[src/rtl/sig_pkg.sv]
// Shared types and defaults for the audio sample storer: capture and
// write state encodings, default sizing and the sample packing helper.
package sig_pkg;

   // Capture side: waiting for start, for the low sample, for the high sample.
   typedef enum logic [1:0] {
      IDLE = 2'd0,
      LO   = 2'd1,
      HI   = 2'd2
   } cap_state_t;

   // Write side: nothing pending, request pulse, waiting for acknowledge.
   typedef enum logic [1:0] {
      W_IDLE = 2'd0,
      W_REQ  = 2'd1,
      W_WAIT = 2'd2
   } wr_state_t;

   localparam int unsigned SAMPLES_DEFAULT   = 32'd512;
   localparam int unsigned ADDR_STEP_DEFAULT = 32'd4;
   localparam int unsigned CNT_W             = 32'd10;

   // First sample of a pair occupies the low half of the word.
   function automatic logic [31:0] pack_pair(input logic [15:0] lo_sample,
                                             input logic [15:0] hi_sample);
      return {hi_sample, lo_sample};
   endfunction

endpackage

[src/rtl/sig_storer_if.sv]
// Bundle of control, DMA master and audio stream signals of sig_storer.
// The slave modport is the storer's view, master is the driving side.
interface sig_storer_if;
   logic        start;
   logic [31:0] start_addr_write;
   logic [31:0] dma1_addr;
   logic        dma1_read;
   logic        dma1_write;
   logic [31:0] dma1_writedata;
   logic [31:0] dma_readdata;
   logic        dma_rdy;
   logic [15:0] audio_data;
   logic        audio_valid;
   logic        audio_rdy;
   logic        busy;
   logic        done;

   modport slave (
      input  start,
      input  start_addr_write,
      input  dma_readdata,
      input  dma_rdy,
      input  audio_data,
      input  audio_valid,
      output dma1_addr,
      output dma1_read,
      output dma1_write,
      output dma1_writedata,
      output audio_rdy,
      output busy,
      output done
   );

   modport master (
      output start,
      output start_addr_write,
      output dma_readdata,
      output dma_rdy,
      output audio_data,
      output audio_valid,
      input  dma1_addr,
      input  dma1_read,
      input  dma1_write,
      input  dma1_writedata,
      input  audio_rdy,
      input  busy,
      input  done
   );
endinterface

[src/rtl/sig_word_buf.sv]
// Single-entry holding register for a packed 32-bit word plus its
// occupied flag. A load wins over a simultaneous drain so a word that
// arrives in the acknowledge cycle is kept.
module sig_word_buf (
   input  logic        clk,
   input  logic        rst,
   input  logic        clr,
   input  logic        load,
   input  logic [31:0] load_data,
   input  logic        drain,
   output logic        full,
   output logic [31:0] data
);

   logic        full_r;
   logic [31:0] data_r;

   // Occupancy flag and stored word: clear on new capture, load, or drain.
   always_ff @(posedge clk or posedge rst) begin
      if (rst) begin
         full_r <= 1'b0;
         data_r <= 32'd0;
      end else if (clr) begin
         full_r <= 1'b0;
         data_r <= 32'd0;
      end else if (load) begin
         full_r <= 1'b1;
         data_r <= load_data;
      end else if (drain) begin
         full_r <= 1'b0;
      end
   end

   assign full = full_r;
   assign data = data_r;

endmodule

[src/rtl/sig_storer.sv]
// Captures SAMPLES 16-bit audio samples, packs pairs into 32-bit words and
// writes them out through a single-word DMA write port. Capture of the next
// pair overlaps the outstanding write of the previous word. SAMPLES must be
// even and within 2..1022 so the 10-bit sample counter can reach it.
module sig_storer
   import sig_pkg::*;
#(
   parameter int unsigned SAMPLES   = SAMPLES_DEFAULT,
   parameter int unsigned ADDR_STEP = ADDR_STEP_DEFAULT
) (
   input  logic         clk,
   input  logic         rst,
   sig_storer_if.slave  bus
);

   localparam logic [CNT_W-1:0] SAMPLES_C = CNT_W'(SAMPLES);
   localparam logic [31:0]      STEP_C    = 32'(ADDR_STEP);

   cap_state_t       cap_state_r;
   cap_state_t       cap_state_s;
   wr_state_t        w_state_r;
   wr_state_t        w_state_s;

   logic [CNT_W-1:0] cnt_r;
   logic [15:0]      pack_r;
   logic [31:0]      addr_r;

   logic             busy_r;
   logic             done_r;
   logic             dma1_write_r;
   logic [31:0]      dma1_addr_r;
   logic [31:0]      dma1_writedata_r;

   logic             start_acc_s;
   logic             all_in_s;
   logic             drain_s;
   logic             audio_rdy_s;
   logic             xfer_s;
   logic             lo_xfer_s;
   logic             hi_xfer_s;
   logic             final_ack_s;
   logic             buf_full_s;
   logic [31:0]      buf_data_s;
   logic             unused_readdata_s;

   // The read data port of the DMA master is not used by a write-only client.
   assign unused_readdata_s = ^bus.dma_readdata;

   assign start_acc_s = (cap_state_r == IDLE) && bus.start;
   assign all_in_s    = (cnt_r == SAMPLES_C);
   assign drain_s     = (w_state_r == W_WAIT) && bus.dma_rdy;
   assign xfer_s      = bus.audio_valid && audio_rdy_s;
   assign lo_xfer_s   = xfer_s && (cap_state_r == LO);
   assign hi_xfer_s   = xfer_s && (cap_state_r == HI);
   // Once every sample is in, the only word that can still be acknowledged
   // is the last one, so any acknowledge then ends the capture.
   assign final_ack_s = drain_s && all_in_s && (cap_state_r != IDLE);

   // Sample acceptance: open for the low half, and for the high half only
   // when the word buffer has room now or frees up this very cycle.
   always_comb begin
      audio_rdy_s = 1'b0;
      case (cap_state_r)
         IDLE: audio_rdy_s = 1'b0;
         LO:   audio_rdy_s = !all_in_s;
         HI:   audio_rdy_s = !all_in_s && (!buf_full_s || drain_s);
         default: audio_rdy_s = 1'b0;
      endcase
   end

   // Capture FSM next state.
   always_comb begin
      cap_state_s = cap_state_r;
      case (cap_state_r)
         IDLE: begin
            if (bus.start) begin
               cap_state_s = LO;
            end else begin
               cap_state_s = IDLE;
            end
         end
         LO: begin
            if (final_ack_s) begin
               cap_state_s = IDLE;
            end else if (lo_xfer_s) begin
               cap_state_s = HI;
            end else begin
               cap_state_s = LO;
            end
         end
         HI: begin
            if (hi_xfer_s) begin
               cap_state_s = LO;
            end else begin
               cap_state_s = HI;
            end
         end
         default: cap_state_s = IDLE;
      endcase
   end

   // Write FSM next state.
   always_comb begin
      w_state_s = w_state_r;
      case (w_state_r)
         W_IDLE: begin
            if (buf_full_s) begin
               w_state_s = W_REQ;
            end else begin
               w_state_s = W_IDLE;
            end
         end
         W_REQ: w_state_s = W_WAIT;
         W_WAIT: begin
            if (bus.dma_rdy) begin
               w_state_s = W_IDLE;
            end else begin
               w_state_s = W_WAIT;
            end
         end
         default: w_state_s = W_IDLE;
      endcase
   end

   // State registers for both FSMs.
   always_ff @(posedge clk or posedge rst) begin
      if (rst) begin
         cap_state_r <= IDLE;
         w_state_r   <= W_IDLE;
      end else begin
         cap_state_r <= cap_state_s;
         w_state_r   <= w_state_s;
      end
   end

   // Sample counter, low-half pack register and running write address.
   always_ff @(posedge clk or posedge rst) begin
      if (rst) begin
         cnt_r  <= {CNT_W{1'b0}};
         pack_r <= 16'd0;
         addr_r <= 32'd0;
      end else if (start_acc_s) begin
         cnt_r  <= {CNT_W{1'b0}};
         pack_r <= 16'd0;
         addr_r <= bus.start_addr_write;
      end else begin
         if (xfer_s) begin
            cnt_r <= cnt_r + CNT_W'(1);
         end
         if (lo_xfer_s) begin
            pack_r <= bus.audio_data;
         end
         if (drain_s) begin
            addr_r <= addr_r + STEP_C;
         end
      end
   end

   sig_word_buf u_word_buf (
      .clk       (clk),
      .rst       (rst),
      .clr       (start_acc_s),
      .load      (hi_xfer_s),
      .load_data (pack_pair(pack_r, bus.audio_data)),
      .drain     (drain_s),
      .full      (buf_full_s),
      .data      (buf_data_s)
   );

   // Registered status and DMA request outputs; request fields are zero
   // whenever the write FSM is not presenting a request.
   always_ff @(posedge clk or posedge rst) begin
      if (rst) begin
         busy_r           <= 1'b0;
         done_r           <= 1'b0;
         dma1_write_r     <= 1'b0;
         dma1_addr_r      <= 32'd0;
         dma1_writedata_r <= 32'd0;
      end else begin
         if (start_acc_s) begin
            busy_r <= 1'b1;
         end else if (final_ack_s) begin
            busy_r <= 1'b0;
         end
         done_r <= final_ack_s;
         if (w_state_s == W_REQ) begin
            dma1_write_r     <= 1'b1;
            dma1_addr_r      <= addr_r;
            dma1_writedata_r <= buf_data_s;
         end else begin
            dma1_write_r     <= 1'b0;
            dma1_addr_r      <= 32'd0;
            dma1_writedata_r <= 32'd0;
         end
      end
   end

   assign bus.dma1_read      = 1'b0;
   assign bus.dma1_write     = dma1_write_r;
   assign bus.dma1_addr      = dma1_addr_r;
   assign bus.dma1_writedata = dma1_writedata_r;
   assign bus.audio_rdy      = audio_rdy_s;
   assign bus.busy           = busy_r;
   assign bus.done           = done_r;

endmodule
[src/flat_wrapper.sv]
// flat-port wrapper written by rule: the top's interface ports become plain ports
module sig_storer_flat import sig_pkg::*;
#(
   parameter int unsigned SAMPLES   = SAMPLES_DEFAULT,
   parameter int unsigned ADDR_STEP = ADDR_STEP_DEFAULT
)
  (clk, rst, bus_start, bus_start_addr_write, bus_dma_readdata, bus_dma_rdy, bus_audio_data, bus_audio_valid, bus_dma1_addr, bus_dma1_read, bus_dma1_write, bus_dma1_writedata, bus_audio_rdy, bus_busy, bus_done);
  sig_storer_if bus_i ();
  input  logic clk;
  input  logic rst;
  input wire logic [$bits(bus_i.start)-1:0] bus_start;
  input wire logic [$bits(bus_i.start_addr_write)-1:0] bus_start_addr_write;
  input wire logic [$bits(bus_i.dma_readdata)-1:0] bus_dma_readdata;
  input wire logic [$bits(bus_i.dma_rdy)-1:0] bus_dma_rdy;
  input wire logic [$bits(bus_i.audio_data)-1:0] bus_audio_data;
  input wire logic [$bits(bus_i.audio_valid)-1:0] bus_audio_valid;
  output wire logic [$bits(bus_i.dma1_addr)-1:0] bus_dma1_addr;
  output wire logic [$bits(bus_i.dma1_read)-1:0] bus_dma1_read;
  output wire logic [$bits(bus_i.dma1_write)-1:0] bus_dma1_write;
  output wire logic [$bits(bus_i.dma1_writedata)-1:0] bus_dma1_writedata;
  output wire logic [$bits(bus_i.audio_rdy)-1:0] bus_audio_rdy;
  output wire logic [$bits(bus_i.busy)-1:0] bus_busy;
  output wire logic [$bits(bus_i.done)-1:0] bus_done;
  assign bus_i.start = bus_start;
  assign bus_i.start_addr_write = bus_start_addr_write;
  assign bus_i.dma_readdata = bus_dma_readdata;
  assign bus_i.dma_rdy = bus_dma_rdy;
  assign bus_i.audio_data = bus_audio_data;
  assign bus_i.audio_valid = bus_audio_valid;
  assign bus_dma1_addr = bus_i.dma1_addr;
  assign bus_dma1_read = bus_i.dma1_read;
  assign bus_dma1_write = bus_i.dma1_write;
  assign bus_dma1_writedata = bus_i.dma1_writedata;
  assign bus_audio_rdy = bus_i.audio_rdy;
  assign bus_busy = bus_i.busy;
  assign bus_done = bus_i.done;
  sig_storer #(.SAMPLES(SAMPLES), .ADDR_STEP(ADDR_STEP)) u_core (.clk(clk), .rst(rst), .bus(bus_i));
endmodule
[config.mk]
export PLATFORM = sky130hd
export DESIGN_NAME = sig_storer_flat
export DESIGN_NICKNAME = d
export VERILOG_FILES = /design/src/rtl/sig_pkg.sv /design/src/rtl/sig_storer_if.sv /design/src/rtl/sig_word_buf.sv /design/src/rtl/sig_storer.sv /design/src/flat_wrapper.sv
export SDC_FILE = /design/constraint.sdc
export NUM_CORES = 1
export LEC_CHECK = 0
export BUFFER_PORTS_ARGS = -buffer_cell sky130_fd_sc_hd__clkbuf_2
export CAP_MARGIN = 10
export CELL_PAD_IN_SITES_DETAIL_PLACEMENT = 1
export CELL_PAD_IN_SITES_GLOBAL_PLACEMENT = 2
export CORE_AREA = 2 2 153 155
export DETAILED_ROUTE_END_ITERATION = 16
export DIE_AREA = 0 0 155 157
export PLACE_DENSITY_LB_ADDON = 0.1
export SLEW_MARGIN = 20
export SYNTH_ARGS = -nofsm -noshare
export SYNTH_HDL_FRONTEND = slang
export SYNTH_HIERARCHICAL = 1
export SYNTH_SLANG_ARGS = --single-unit
export TNS_END_PERCENT = 10
[constraint.sdc]
create_clock -name clk -period 3.6 [get_ports clk]
set_input_delay 0.36 -clock clk [delete_from_list [all_inputs] [get_ports clk]]
set_output_delay 0.36 -clock clk [all_outputs]
set_load 0.02 [all_outputs]
# ---- Word level (Yosys, flattened, before mapping)
# Index checks and enable logic that the tools add are counted.
dict set report totals {
  reg_bits 162
  latch_bits 0
  ramBits 0
  rom_bits 0
  input_bits 85
  output_inout_bits 69
  mem_count 0
}
dict set report op_classes {
  add_sub_neg 2
  multipliers 0
  n_div 0
  n_lt_le_gt_ge 0
  eq_ne 6
  shift 0
  n_mux 25
  n_bitwise 0
  reduce_logical 20
}
# cell count
set op_table {}
lappend op_table {{$mux W32} 6}
lappend op_table {{$add A32 B3 Y32 const B} 1}
lappend op_table {{$mux W16} 2}
lappend op_table {{$mux W10} 2}
lappend op_table {{$pmux W2 S3} 2}
lappend op_table {{$reduce_bool A2 Y1} 6}
lappend op_table {{$add A10 B1 Y10 const B} 1}
lappend op_table {{$eq A10 B10 Y1 const B} 1}
lappend op_table {{$logic_and A1 B1 Y1} 8}
lappend op_table {{$mux W1} 8}
lappend op_table {{$mux W2} 4}
lappend op_table {{$eq A2 B1 Y1 const B} 3}
lappend op_table {{$eq A2 B2 Y1 const B} 2}
lappend op_table {{$logic_not A2 Y1} 2}
lappend op_table {{$reduce_bool A3 Y1} 1}
lappend op_table {{$logic_not A1 Y1} 2}
lappend op_table {{$pmux W1 S2} 1}
lappend op_table {{$logic_or A1 B1 Y1} 1}

# ---- Depth between registers and ports, before layout
# Gate-level depths: netlist of run 1.
dict set report logic_depth {
  ltp_word 10
  mapped_depth 9
  ltp_nobuf 7
}

# ---- Hierarchy
# Netlist of run 1, hierarchy kept.
# mod n_inst cells_per_inst area_each_um2 seq_area_each_um2
set by_module_without_submodules {}
lappend by_module_without_submodules {sig_storer 1 506 5514.0 3228.1}
lappend by_module_without_submodules {sig_word_buf 1 109 1373.8 825.8}

# ---- Least setup slack after synthesis of run 1
# OpenSTA, ideal clock, no wires.
dict set report synth_path {
  path_kind {flip-flop to flip-flop}
  from {reg u_core.cap_state_r[0]}
  to {reg u_core.pack_r[9]}
  setup_ps 132
  arrival_ps 1984
  path_slack_ps 1484
  stages_incl_launch_ff 8
  n_path_buf 1
  period_less_slack_ps 2116
  cell_sequence {dfrtp_1 inv_1 ha_1 nand3_1 a31oi_1 buf_2 mux2i_1 nor2_1}
}
dict set report synth_between {
  elab_chain_len 5
}
# element line_no
set synth_lines {}
lappend synth_lines {{start: declaration} sig_storer.sv:19} ;# cap_state_t cap_state_r;
lappend synth_lines {{start signal: assignment} sig_storer.sv:131} ;# cap_state_r <= cap_state_s;
lappend synth_lines {{$eq A2 B2 Y1 or $eq A2 B1 Y1 (tied branches)} {sig_storer.sv:63, sig_storer.sv:53}}
lappend synth_lines {{$pmux W1 S2} sig_storer.sv:63} ;# case (cap_state_r)
lappend synth_lines {{$logic_and A1 B1 Y1} sig_storer.sv:52} ;# assign xfer_s = bus.audio_valid && audio_rdy_s;
lappend synth_lines {{$logic_and A1 B1 Y1} sig_storer.sv:53} ;# assign lo_xfer_s = xfer_s && (cap_state_r == LO);
lappend synth_lines {{$reduce_bool A2 Y1 (no source line)} -}
lappend synth_lines {{end signal: assignment} sig_storer.sv:151} ;# pack_r <= bus.audio_data;
lappend synth_lines {{end: declaration} sig_storer.sv:25} ;# logic [15:0] pack_r;
# Parallel ways exist; a longest one is shown, timed or not.
# A chain may end at the register's enable or synchronous reset.

# ---- Worst setup path in the final report of run 1
dict set report layout_path {
  from {reg u_core.cap_state_r[0]}
  to {reg u_core.u_word_buf.data_r[1] (netlist: u_core/u_word_buf/data[1])}
}
dict set report layout_between {
  elab_chain_len 5
}
# element line_no
set layout_lines {}
lappend layout_lines {{$eq A2 B2 Y1 or $eq A2 B1 Y1 (tied branches)} {sig_storer.sv:54, sig_storer.sv:63}}
lappend layout_lines {{$pmux W1 S2} sig_storer.sv:63}
lappend layout_lines {{$logic_and A1 B1 Y1} sig_storer.sv:52}
lappend layout_lines {{$logic_and A1 B1 Y1 *} sig_storer.sv:54} ;# assign hi_xfer_s = xfer_s && (cap_state_r == HI);
lappend layout_lines {{via u_core.hi_xfer_s} sig_storer.sv:40} ;# logic hi_xfer_s;
lappend layout_lines {{$reduce_bool A2 Y1 (no source line) *} -}
lappend layout_lines {{end signal: assignment} sig_word_buf.sv:28} ;# data_r <= load_data;
lappend layout_lines {{end: declaration} sig_word_buf.sv:16} ;# logic [31:0] data_r;
# Mark *: on every way through the listed nets, which the timed path passes. The rest lies on a longest branch.

==> results of run 1 <==
## state kept, by name (all words and copies together), names as in the netlist
register	flops
u_core/cnt_r	10
u_core/bus.dma1_writedata	32
u_core/cap_state_r	2
u_core/addr_r	32
u_core/u_word_buf/full	1
u_core/pack_r	16
u_core/w_state_r	2
u_core/u_word_buf/data	32
u_core/bus.dma1_addr	32
u_core/bus.done	1
u_core/bus.busy	1
u_core/bus.dma1_write	1
## placed cells by master (no fill, tap or decap), drive strengths merged, types with 3 or more instances in the layout
cell type  netlist  layout
xnor2            7       7
a21oi           15      15
dfrtp          162     162
clkinvlp         0       4
clkbuf          20     139
o211ai           3       3
nand3           15      15
nand3b           3       3
or3              6       6
mux2i           50      50
a31oi           17      17
and3             6       6
ha               7       7
nand2b           4       4
buf             13      11
clkinv           0       4
xor2             4       4
o21ai           21      21
nand2           42      42
nand4           12      12
and2            65      65
nor3             4       4
o31ai           13      13
nor4             6       6
or4             18      18
nor3b            3       3
nor2            68      68
inv             14      18
## layer usage
metal / global-route usage (%) / up-vias / wire (um)
li1: - / 2368 / -
met1: 18.48 / 2525 / 7752
met3: 4.075 / 14 / 1000
met5: 0 / - / 0
met2: 27.05 / 101 / 8794
met4: 4.409 / 0 / 208
## worst paths after layout
check,startpoint,end,slack [ps],depth (start not counted)
setup / recovery,u_core/cap_state_r[0],u_core/u_word_buf/data[1],940,8
hold / removal,rst,u_core/u_word_buf/data[18],70,3
setup reg to reg,u_core/cap_state_r[0],u_core/u_word_buf/data[1],940,8
hold reg to reg,u_core/addr_r[1],u_core/addr_r[1],470,2
max in group asynchronous,rst,u_core/bus.dma1_addr[7],2690,3
min in group clk,bus_start_addr_write[1],u_core/addr_r[1],140,3
## through the flow
stage	setup WS (ps)	cell area (um2)	hold slack [ps]	utilization, %
global placement	985.7	7781	449.9	34.58
finish	936.4	8338	69.36	37.05
CTS	918.9	8338	78.47	37.05
global route	687.0	8338	102.4	37.05
detailed placement	928.9	7781	458.6	34.58
floorplan	1484	6892	437.4	-
## where the power goes
group          switching (mW)  total (mW)  internal [mW]
registers               0.363        2.54           2.18
logic                   0.773        1.26          0.484
clock network           0.772        1.73          0.962
## worst max-delay path, delay by kind of cell, from the launching register on
kind | cells | cell delay [ps]
compound gates | 1 | 320
fa+ha+maj | 1 | 240
buf+inv | 2 | 360
flops | 1 | 400
mux | 1 | 250
simple gates | 3 | 950
## final cells by class
cell class | instances | share of cell area, %
clock buffers | 19 | 5.192
clock inverters | 13 | 1.486
inverters | 14 | 0.6753
multi-input cells | 406 | 31.11
flip-flops and latches | 162 | 48.62
well taps | 285 | 4.277
repair buffers | 131 | 8.643
## logic make-up (layout without fill, tap and decap cells)
kind of cell | Yosys count | in the layout
fa+ha+maj | 7 | 7
other cells | 1 | 1
compound gates | 75 | 75
buf+inv | 47 | 177
mux | 50 | 50
flops | 162 | 162
simple gates | 262 | 262
xor+xnor | 11 | 11
## synth_stat cells, types with 3 or more instances
master / n
or4_1: 17
nand2_1: 42
xor2_1: 4
nand4_1: 10
o211ai_1: 3
nor3b_1: 3
clkbuf_1: 20
a31oi_1: 17
and2_1: 64
and3_1: 6
nor4_1: 6
or3_1: 6
o21ai_0: 21
nor2_1: 68
nand3b_1: 3
nand3_1: 15
buf_12: 3
nor3_1: 4
o31ai_1: 13
buf_2: 4
inv_1: 14
a21oi_1: 15
xnor2_1: 7
mux2i_1: 50
nand2b_1: 4
ha_1: 7
dfrtp_1: 162
==> impl_metrics.py, run 1 <==
metrics = {
    "timing": {
        "hold_violations": 0,
        "rsz0062_at_grt": "false",
        "slew-limit-headroom_pct": 37.96,
        "tightestPinTransition_ps": 928.7,
        "maxSlewViolCount": 0,
        "fmax_ghz": 0.3754,
        "period_minus_slack_ps": 2664,
        "fin_skew_ps": 11.17,
        "fin_tns_setup_ps": 0,
        "fin_crit_sh_pct": 73.99,
        "setup_viol": 0,
    },
    "layout": {
        "antenna_cells": 0,
        "regArea_um2": 4054,
        "multi_input_area_um2": 2594,
        "filler_cell_count": 2498,
        "drive_above_1_share_pct": 23.36,
        "finalNetCount": 824,
        "stdcell_count": 1030,
        "area_delta_synth_final_pct": 21.05,
    },
    "min_path": {
        "hold_path.class": "in -> async",
    },
    "synthesis": {
        "synth_top_family_by_area": "simple AND/OR/NAND/NOR gates",
        "synth-adder-area-share_pct": 1.272,
        "yosys.area.top_type": "dfrtp_1",
        "synth_ff_type": "dfrtp_1",
        "synthMuxAreaShare_pct": 7.266,
        "synth_xor_area_share_pct": 1.399,
        "synth-edff-count": 0,
        "synthTopCellsByArea": "dfrtp_1 59%, mux2i_1 7.3%, and2_1 5.8%",
        "syn-num-nets": 707,
        "synthArstFlopShare_pct": 100.0,
        "ys_warn_count": 6,
        "ys_types": 48,
        "syn_area_um2": 6888,
        "synth_cells": 615,
        "ys_ff_latch": 162,
        "avgSynthCellArea_um2": 11.20,
        "yosysSeqAreaShare_pct": 58.86,
        "synth-compound-area-share_pct": 6.703,
        "yosys.area_share.simple_pct": 20.78,
        "synth_top_area_share_pct": 58.86,
    },
    "worst_setup_path": {
        "cp.required_ps": 3880,
        "crit_slowest_cell": "and3_2",
        "worst_path_largest_cell_delay_ps": 610,
        "critPathKind": "reg -> reg",
        "crit_fanout": 18,
        "arrival_ps": 2940,
        "end_kind": "flop",
        "start_kind": "flop",
        "path_cells": "inv_1 > ha_1 > and4b_1 > o311a_1 > and3_2 > buf_12 > mux2i_1 > nor2_1",
    },
    "clocking": {
        "cts.sinks": 162,
        "path_clk_slew_ps": 70,
        "ctsHoldBuffers": 0,
        "clk_latency_ps": 430,
        "cts_resized": 0,
        "cts_root_buffer": "clkbuf_16",
        "cts_tree": "done",
        "post_cts_buffers": 0,
        "htreeDepth": 4,
        "max-clock-path-buffers": 2,
        "cts_buffers": 17,
    },
    "route": {
        "first_pass_iters": 4,
        "wire_per_inst_um": 17.24,
        "drc": 0,
        "ant_nets": 0,
        "wirelength_um": 17760,
        "viasPerCell": 4.862,
        "drt_iter0_markers": 169,
        "via_count": 5008,
    },
    "global_routing": {
        "grt_util_all_layers_pct": 15.34,
        "grt_pass1_wl_um": 29200,
        "grt_overflow_total": 0,
        "antenna_found_initial": 0,
        "grt_max_degree": 66,
        "grt_pass1_vias": 5542,
    },
    "place": {
        "dpl.hpwl_um": 11760,
        "gp_congestion": 0.7210,
        "dp.cells": 998,
        "io_buffers": 120,
    },
    "power": {
        "power_mw": 5.532,
        "power_leakage_nw": 3.954,
        "ir_drop_v": 0.0002889,
        "power_density_nw_per_um2": 663.5,
    },
    "die": {
        "top_level_ports": 154,
        "die_h_um": 157,
        "dieWidth_um": 155,
        "core_area_um2": 22500,
        "rows": 55,
        "die-area_um2": 24340,
        "initial_core_util_pct": 30.61,
    },
    "outcome": {
        "status": "complete, no violations",
    },
    "job": {
        "drv_cap": 0,
    },
}
Note: power is estimated with default switching activity, not from simulation.
==> run 2, diff against run 1 <==
- CORE_AREA: 2 2 153 155 -> 2 2 144 146
- DIE_AREA: 0 0 155 157 -> 0 0 146 148
- clock period: 3.6 -> 2.5 ns (I/O delays scaled with it)
==> impl_metrics.py, run 2 (synthesis results as in run 1) <==
metrics = {
    "timing": {
        "slew-limit-headroom_pct": 60.75,
        "rsz0062_at_grt": "false",
        "period_minus_slack_ps": 2320,
        "fin_skew_ps": 12.13,
        "hold_violations": 0,
        "fin_tns_setup_ps": 0,
        "setup_viol": 0,
        "fin_crit_sh_pct": 92.81,
        "tightestPinTransition_ps": 587.5,
        "fmax_ghz": 0.4310,
        "maxSlewViolCount": 0,
        "fin_ws_ps": 179.8,
    },
    "layout": {
        "antenna_cells": 0,
        "drive_above_1_share_pct": 24.44,
        "stdcell_count": 1023,
        "finalNetCount": 833,
        "filler_cell_count": 2264,
        "final_common_cell": "dfrtp_1",
        "regArea_um2": 4054,
        "multi_input_area_um2": 2600,
        "area_delta_synth_final_pct": 22.33,
        "layout_common_cells": "162 x dfrtp_1, 120 x clkbuf_2, 68 x nor2_1, 64 x and2_1, 50 x mux2i_1",
        "fin_util_pct": 42.05,
    },
    "place": {
        "dpl_worst_slack_ps": 286.3,
        "io_buffers": 120,
        "dp.cells": 991,
        "dpl.hpwl_um": 11580,
        "gp_congestion": 0.7570,
    },
    "global_routing": {
        "grt_util_all_layers_pct": 16.80,
        "grt_max_degree": 74,
        "grt_overflow_total": 0,
        "grt_pass1_vias": 5467,
        "grt_pass1_wl_um": 28740,
        "antenna_found_initial": 1,
    },
    "route": {
        "viasPerCell": 4.935,
        "first_pass_iters": 4,
        "drt_iter0_markers": 192,
        "wirelength_um": 17160,
        "ant_nets": 0,
        "via_count": 5049,
        "wire_per_inst_um": 16.77,
        "drc": 0,
    },
    "outcome": {
        "status": "complete, no violations",
    },
    "power": {
        "power_density_nw_per_um2": 954.2,
        "power_leakage_nw": 3.999,
        "power_mw": 8.040,
        "ir_drop_v": 0.0004952,
    },
    "min_path": {
        "hold_path.class": "in -> reg",
        "hp-start": "bus_start_addr_write[0]",
        "hold_end": "u_core/addr_r[0]",
        "hold_path_depth": 3,
    },
    "worst_setup_path": {
        "arrival_ps": 2070,
        "start_kind": "flop",
        "rr_worst_depth": 8,
        "critPathKind": "reg -> out",
        "r2r_slack_ps": 270,
        "r2r-end": "u_core/u_word_buf/data[0]",
        "timing.rr.start": "u_core/cap_state_r[0]",
        "cp.required_ps": 2250,
        "end_kind": "output port",
        "crit_fanout": 6,
    },
    "die": {
        "top_level_ports": 154,
        "initial_core_util_pct": 34.37,
        "core_area_um2": 20040,
        "die_h_um": 148,
        "dieWidth_um": 146,
        "die-area_um2": 21610,
        "rows": 52,
    },
    "clocking": {
        "max-clock-path-buffers": 2,
        "cts.sinks": 162,
        "cts_root_buffer": "clkbuf_16",
        "path_clk_slew_ps": 60,
        "htreeDepth": 4,
        "cts_buffers": 17,
        "cts_tree": "done",
        "clk_latency_ps": 430,
    },
    "job": {
        "drv_cap": 0,
    },
}
==> run 2: changes by cell type in the layout (fill, tap and decap cells not counted), sizes merged <==
cell         delta
buf             +8
clkinv          -3
clkinvlp        +3
dlygate4sd3     +1
inv             -1
==> run 2: critical path: stages, from the launching register on <==
cell,delay [ps]
dfrtp_1,410
inv_1,90
ha_1,160
nor4bb_2,260
buf_4,180
and3_1,280
nor2_1,100
clkbuf_2,160
==> run 2: per-layer routing <==
metal | track usage (%) | vias to the layer above | share of wire, %
li1 | - | 2384 | -
met1 | 20.66 | 2560 | 44
met2 | 29.01 | 89 | 50
met3 | 4.907 | 14 | 4.5
met4 | 4.515 | 2 | 1.0
met5 | 0 | - | 0.076
==> run 2: worst max-delay path by stage <==
stage	to	startpoint	slack, ps
after floorplan	u_core/pack_r[9]	u_core/cap_state_r[0]	380
after global placement	u_core/u_word_buf/data[16]	u_core/cap_state_r[0]	330
after detailed placement	u_core/u_word_buf/data[29]	u_core/cap_state_r[0]	290
after CTS	bus_audio_rdy	u_core/cnt_r[0]	70
after global routing	bus_audio_rdy	u_core/cnt_r[0]	30
final	bus_audio_rdy	u_core/cnt_r[0]	180
==> run 2: timing repair <==
action	in CTS	in global routing
endpoints found under the hold margin	49	0
gates resized for setup	0	1
hold buffers	1	0
endpoints found under the setup margin	0	1
buffers inserted	0	0
==> run 2: cell type report <==
type	count	share of cell area (%)
Sequential cell	162	48.11
Multi-Input combinational cell	406	30.86
Timing Repair Buffer	140	9.534
Clock buffer	19	5.376
Tap cell	270	4.010
Clock inverter	12	1.440
Inverter	14	0.6683
==> run 2: where the power goes <==
group / leakage (nW) / internal, mW / switching [mW]
logic: 1.57 / 0.728 / 1.12
registers: 2.17 / 3.14 / 0.511
clock network: 0.263 / 1.43 / 1.11
total: 4.00 / 5.30 / 2.74
==> run 2: through the flow <==
stage / cell area [um2] / hold WS (ps)
6_report: 8426 / 19.38
5_1_grt: 8426 / 10.15
4_1_cts: 8419 / 2.336
3_5_place_dp: 7835 / 358.2
3_3_place_gp: 7835 / 345.0
2_1_floorplan: 6892 / 355.4
==> run 3, diff against run 2 <==
- CAP_MARGIN: 10 -> 30
- CORE_AREA: 2 2 144 146 -> 2 2 142 144
- CTS_BUF_LIST: default -> sky130_fd_sc_hd__clkbuf_4 sky130_fd_sc_hd__clkbuf_8
- DIE_AREA: 0 0 146 148 -> 0 0 144 146
==> impl_metrics.py, run 3 (synthesis results as in run 1) <==
metrics = {
    "worst_setup_path": {
        "arrival_ps": 2020,
        "path_cells": "inv_1 > ha_1 > nor4bb_1 > buf_4 > and3_2 > nor2_1 > clkbuf_2",
        "cp.required_ps": 2250,
        "critPathKind": "reg -> out",
        "r2r-end": "u_core/u_word_buf/data[17]",
        "timing.rr.start": "u_core/cap_state_r[0]",
        "end_kind": "output port",
        "crit_fanout": 6,
        "rr_worst_depth": 8,
        "r2r_slack_ps": 270,
        "worst_path_largest_cell_delay_ps": 420,
        "crit_slowest_cell": "dfrtp_1",
        "crit_buf_inv": 3,
        "start_kind": "flop",
        "crit_family": "simple AND/OR/NAND/NOR gates",
    },
    "route": {
        "ant_nets": 0,
        "wire_per_inst_um": 16.65,
        "drt_iter0_markers": 224,
        "first_pass_iters": 4,
        "via_count": 5062,
        "viasPerCell": 4.891,
        "drc": 0,
        "wirelength_um": 17240,
    },
    "timing": {
        "rsz0062_at_grt": "false",
        "fin_tns_setup_ps": 0,
        "maxSlewViolCount": 0,
        "period_minus_slack_ps": 2269,
        "fin_skew_ps": 10.06,
        "setup_viol": 0,
        "fmax_ghz": 0.4406,
        "slew-limit-headroom_pct": 65.20,
        "tightestPinTransition_ps": 517.2,
        "fin_crit_sh_pct": 90.78,
        "hold_violations": 0,
        "fin_ws_ps": 230.6,
    },
    "clocking": {
        "max-clock-path-buffers": 2,
        "cts_tree": "done",
        "cts.sinks": 162,
        "clk_latency_ps": 460,
        "cts_root_buffer": "clkbuf_8",
        "htreeDepth": 4,
        "path_clk_slew_ps": 90,
        "cts_buffers": 17,
        "post_cts_buffers": 0,
    },
    "power": {
        "ir_drop_v": 0.0003210,
        "comb_power_share_pct": 25.6,
        "power.switching_mw": 2.713,
        "seq_power_share_pct": 48.7,
        "power_frac_clock_pct": 25.7,
        "power_mw": 7.453,
        "power_density_nw_per_um2": 885.1,
        "switching_share_pct": 36.41,
        "cellInternalPower_mw": 4.740,
        "power_leakage_nw": 4.010,
    },
    "job": {
        "drv_cap": 0,
    },
    "die": {
        "initial_core_util_pct": 35.62,
        "rows": 51,
        "dieWidth_um": 144,
        "top_level_ports": 154,
        "die-area_um2": 21020,
        "core_area_um2": 19330,
        "die_h_um": 146,
    },
    "global_routing": {
        "grt_max_degree": 64,
        "grt_overflow_total": 0,
        "grt_pass1_vias": 5601,
        "grt_util_all_layers_pct": 17.54,
        "grt_pass1_wl_um": 29180,
        "antenna_found_initial": 0,
    },
    "min_path": {
        "hold_path_depth": 3,
        "hold_path.class": "in -> reg",
        "hp-start": "bus_start_addr_write[18]",
        "hold_end": "u_core/addr_r[18]",
    },
    "layout": {
        "drive_above_1_share_pct": 24.29,
        "antenna_cells": 0,
        "finalNetCount": 849,
        "area_delta_synth_final_pct": 22.25,
        "fin_util_pct": 43.55,
        "final_common_cell": "dfrtp_1",
        "layout_common_cells": "162 x dfrtp_1, 120 x clkbuf_2, 68 x nor2_1, 64 x and2_1, 50 x mux2i_1",
    },
    "place": {
        "gp_congestion": 0.7364,
        "io_buffers": 120,
        "dpl_worst_slack_ps": 261.7,
        "dpl.hpwl_um": 11610,
    },
    "outcome": {
        "status": "complete, no violations",
    },
}
## run 3: cell count changes in the layout (fill, tap and decap cells not counted), moves of 2 or more
cell           before  now
clkinvlp_4          7    3
clkbuf_16          17    0
dlygate4sd3_1       1   15
clkbuf_8            2   18
inv_8               1    4
clkinv_2            0    2
buf_12              4    6
## run 3: worst max-delay path by stage
stage / start / endpoint / slack (ps) / cells after the start
floorplan: u_core/cap_state_r[0] / u_core/pack_r[9] / 380 / 7
detailed placement: u_core/cap_state_r[0] / u_core/u_word_buf/data[25] / 260 / 8
global route: u_core/cnt_r[0] / bus_audio_rdy / 50 / 7
CTS: u_core/cnt_r[0] / bus_audio_rdy / 110 / 7
finish: u_core/cnt_r[0] / bus_audio_rdy / 230 / 7
global placement: u_core/addr_r[2] / u_core/addr_r[22] / 330 / 6
## run 3: stage by stage
stage	hold WS [ps]	std cells	instance area [um2]
finish	35.78	1035	8421
global route	8.202	1035	8421
CTS	2.892	1034	8399
detailed placement	426.3	987	7858
global placement	423.3	987	7858
floorplan	355.4	615	6892
## run 3: cell type report
type / count / area (um2)
Fill cell: 2168 / 10910
Clock buffer: 18 / 247.7
Timing Repair Buffer: 156 / 983.4
Sequential cell: 162 / 4054
Inverter: 14 / 56.30
Clock inverter: 14 / 143.9
Tap cell: 265 / 331.6
Multi-Input combinational cell: 406 / 2604
## run 3: repair_timing
action,in CTS,in global routing
gates resized for setup,0,1
hold endpoints to repair,81,0
endpoints found under the setup margin,0,1
hold buffers,15,0
## run 3: power groups by stage
stage / Clock, mW / Sequential [mW] / Combinational (mW)
2_1_floorplan: 0 / 3.62 / 1.27
3_3_place_gp: 0 / 3.65 / 1.85
3_5_place_dp: 0 / 3.68 / 1.92
4_1_cts: 2.01 / 3.64 / 1.95
5_1_grt: 2.10 / 3.73 / 2.18
6_report: 1.92 / 3.63 / 1.91
## run 3: layer usage
metal  share of wire [%]  up-vias  global-route usage [%]
li1                    -     2411                       -
met5                   0        -                       0
met2                  50       95                   29.74
met4                 1.1        0                   5.392
met3                 4.7       15                   4.541
met1                  44     2541                   21.84
## run 3: worst register-to-register path, delay by kind of cell, from the launching register on
kind                       cells  cell delay (ps)
AOI/OAI and AO/OA              1              300
adders and majority gates      1              230
buffers and inverters          2              340
DFF                            1              410
muxes                          1              270
and+or+nand+nor                3              570
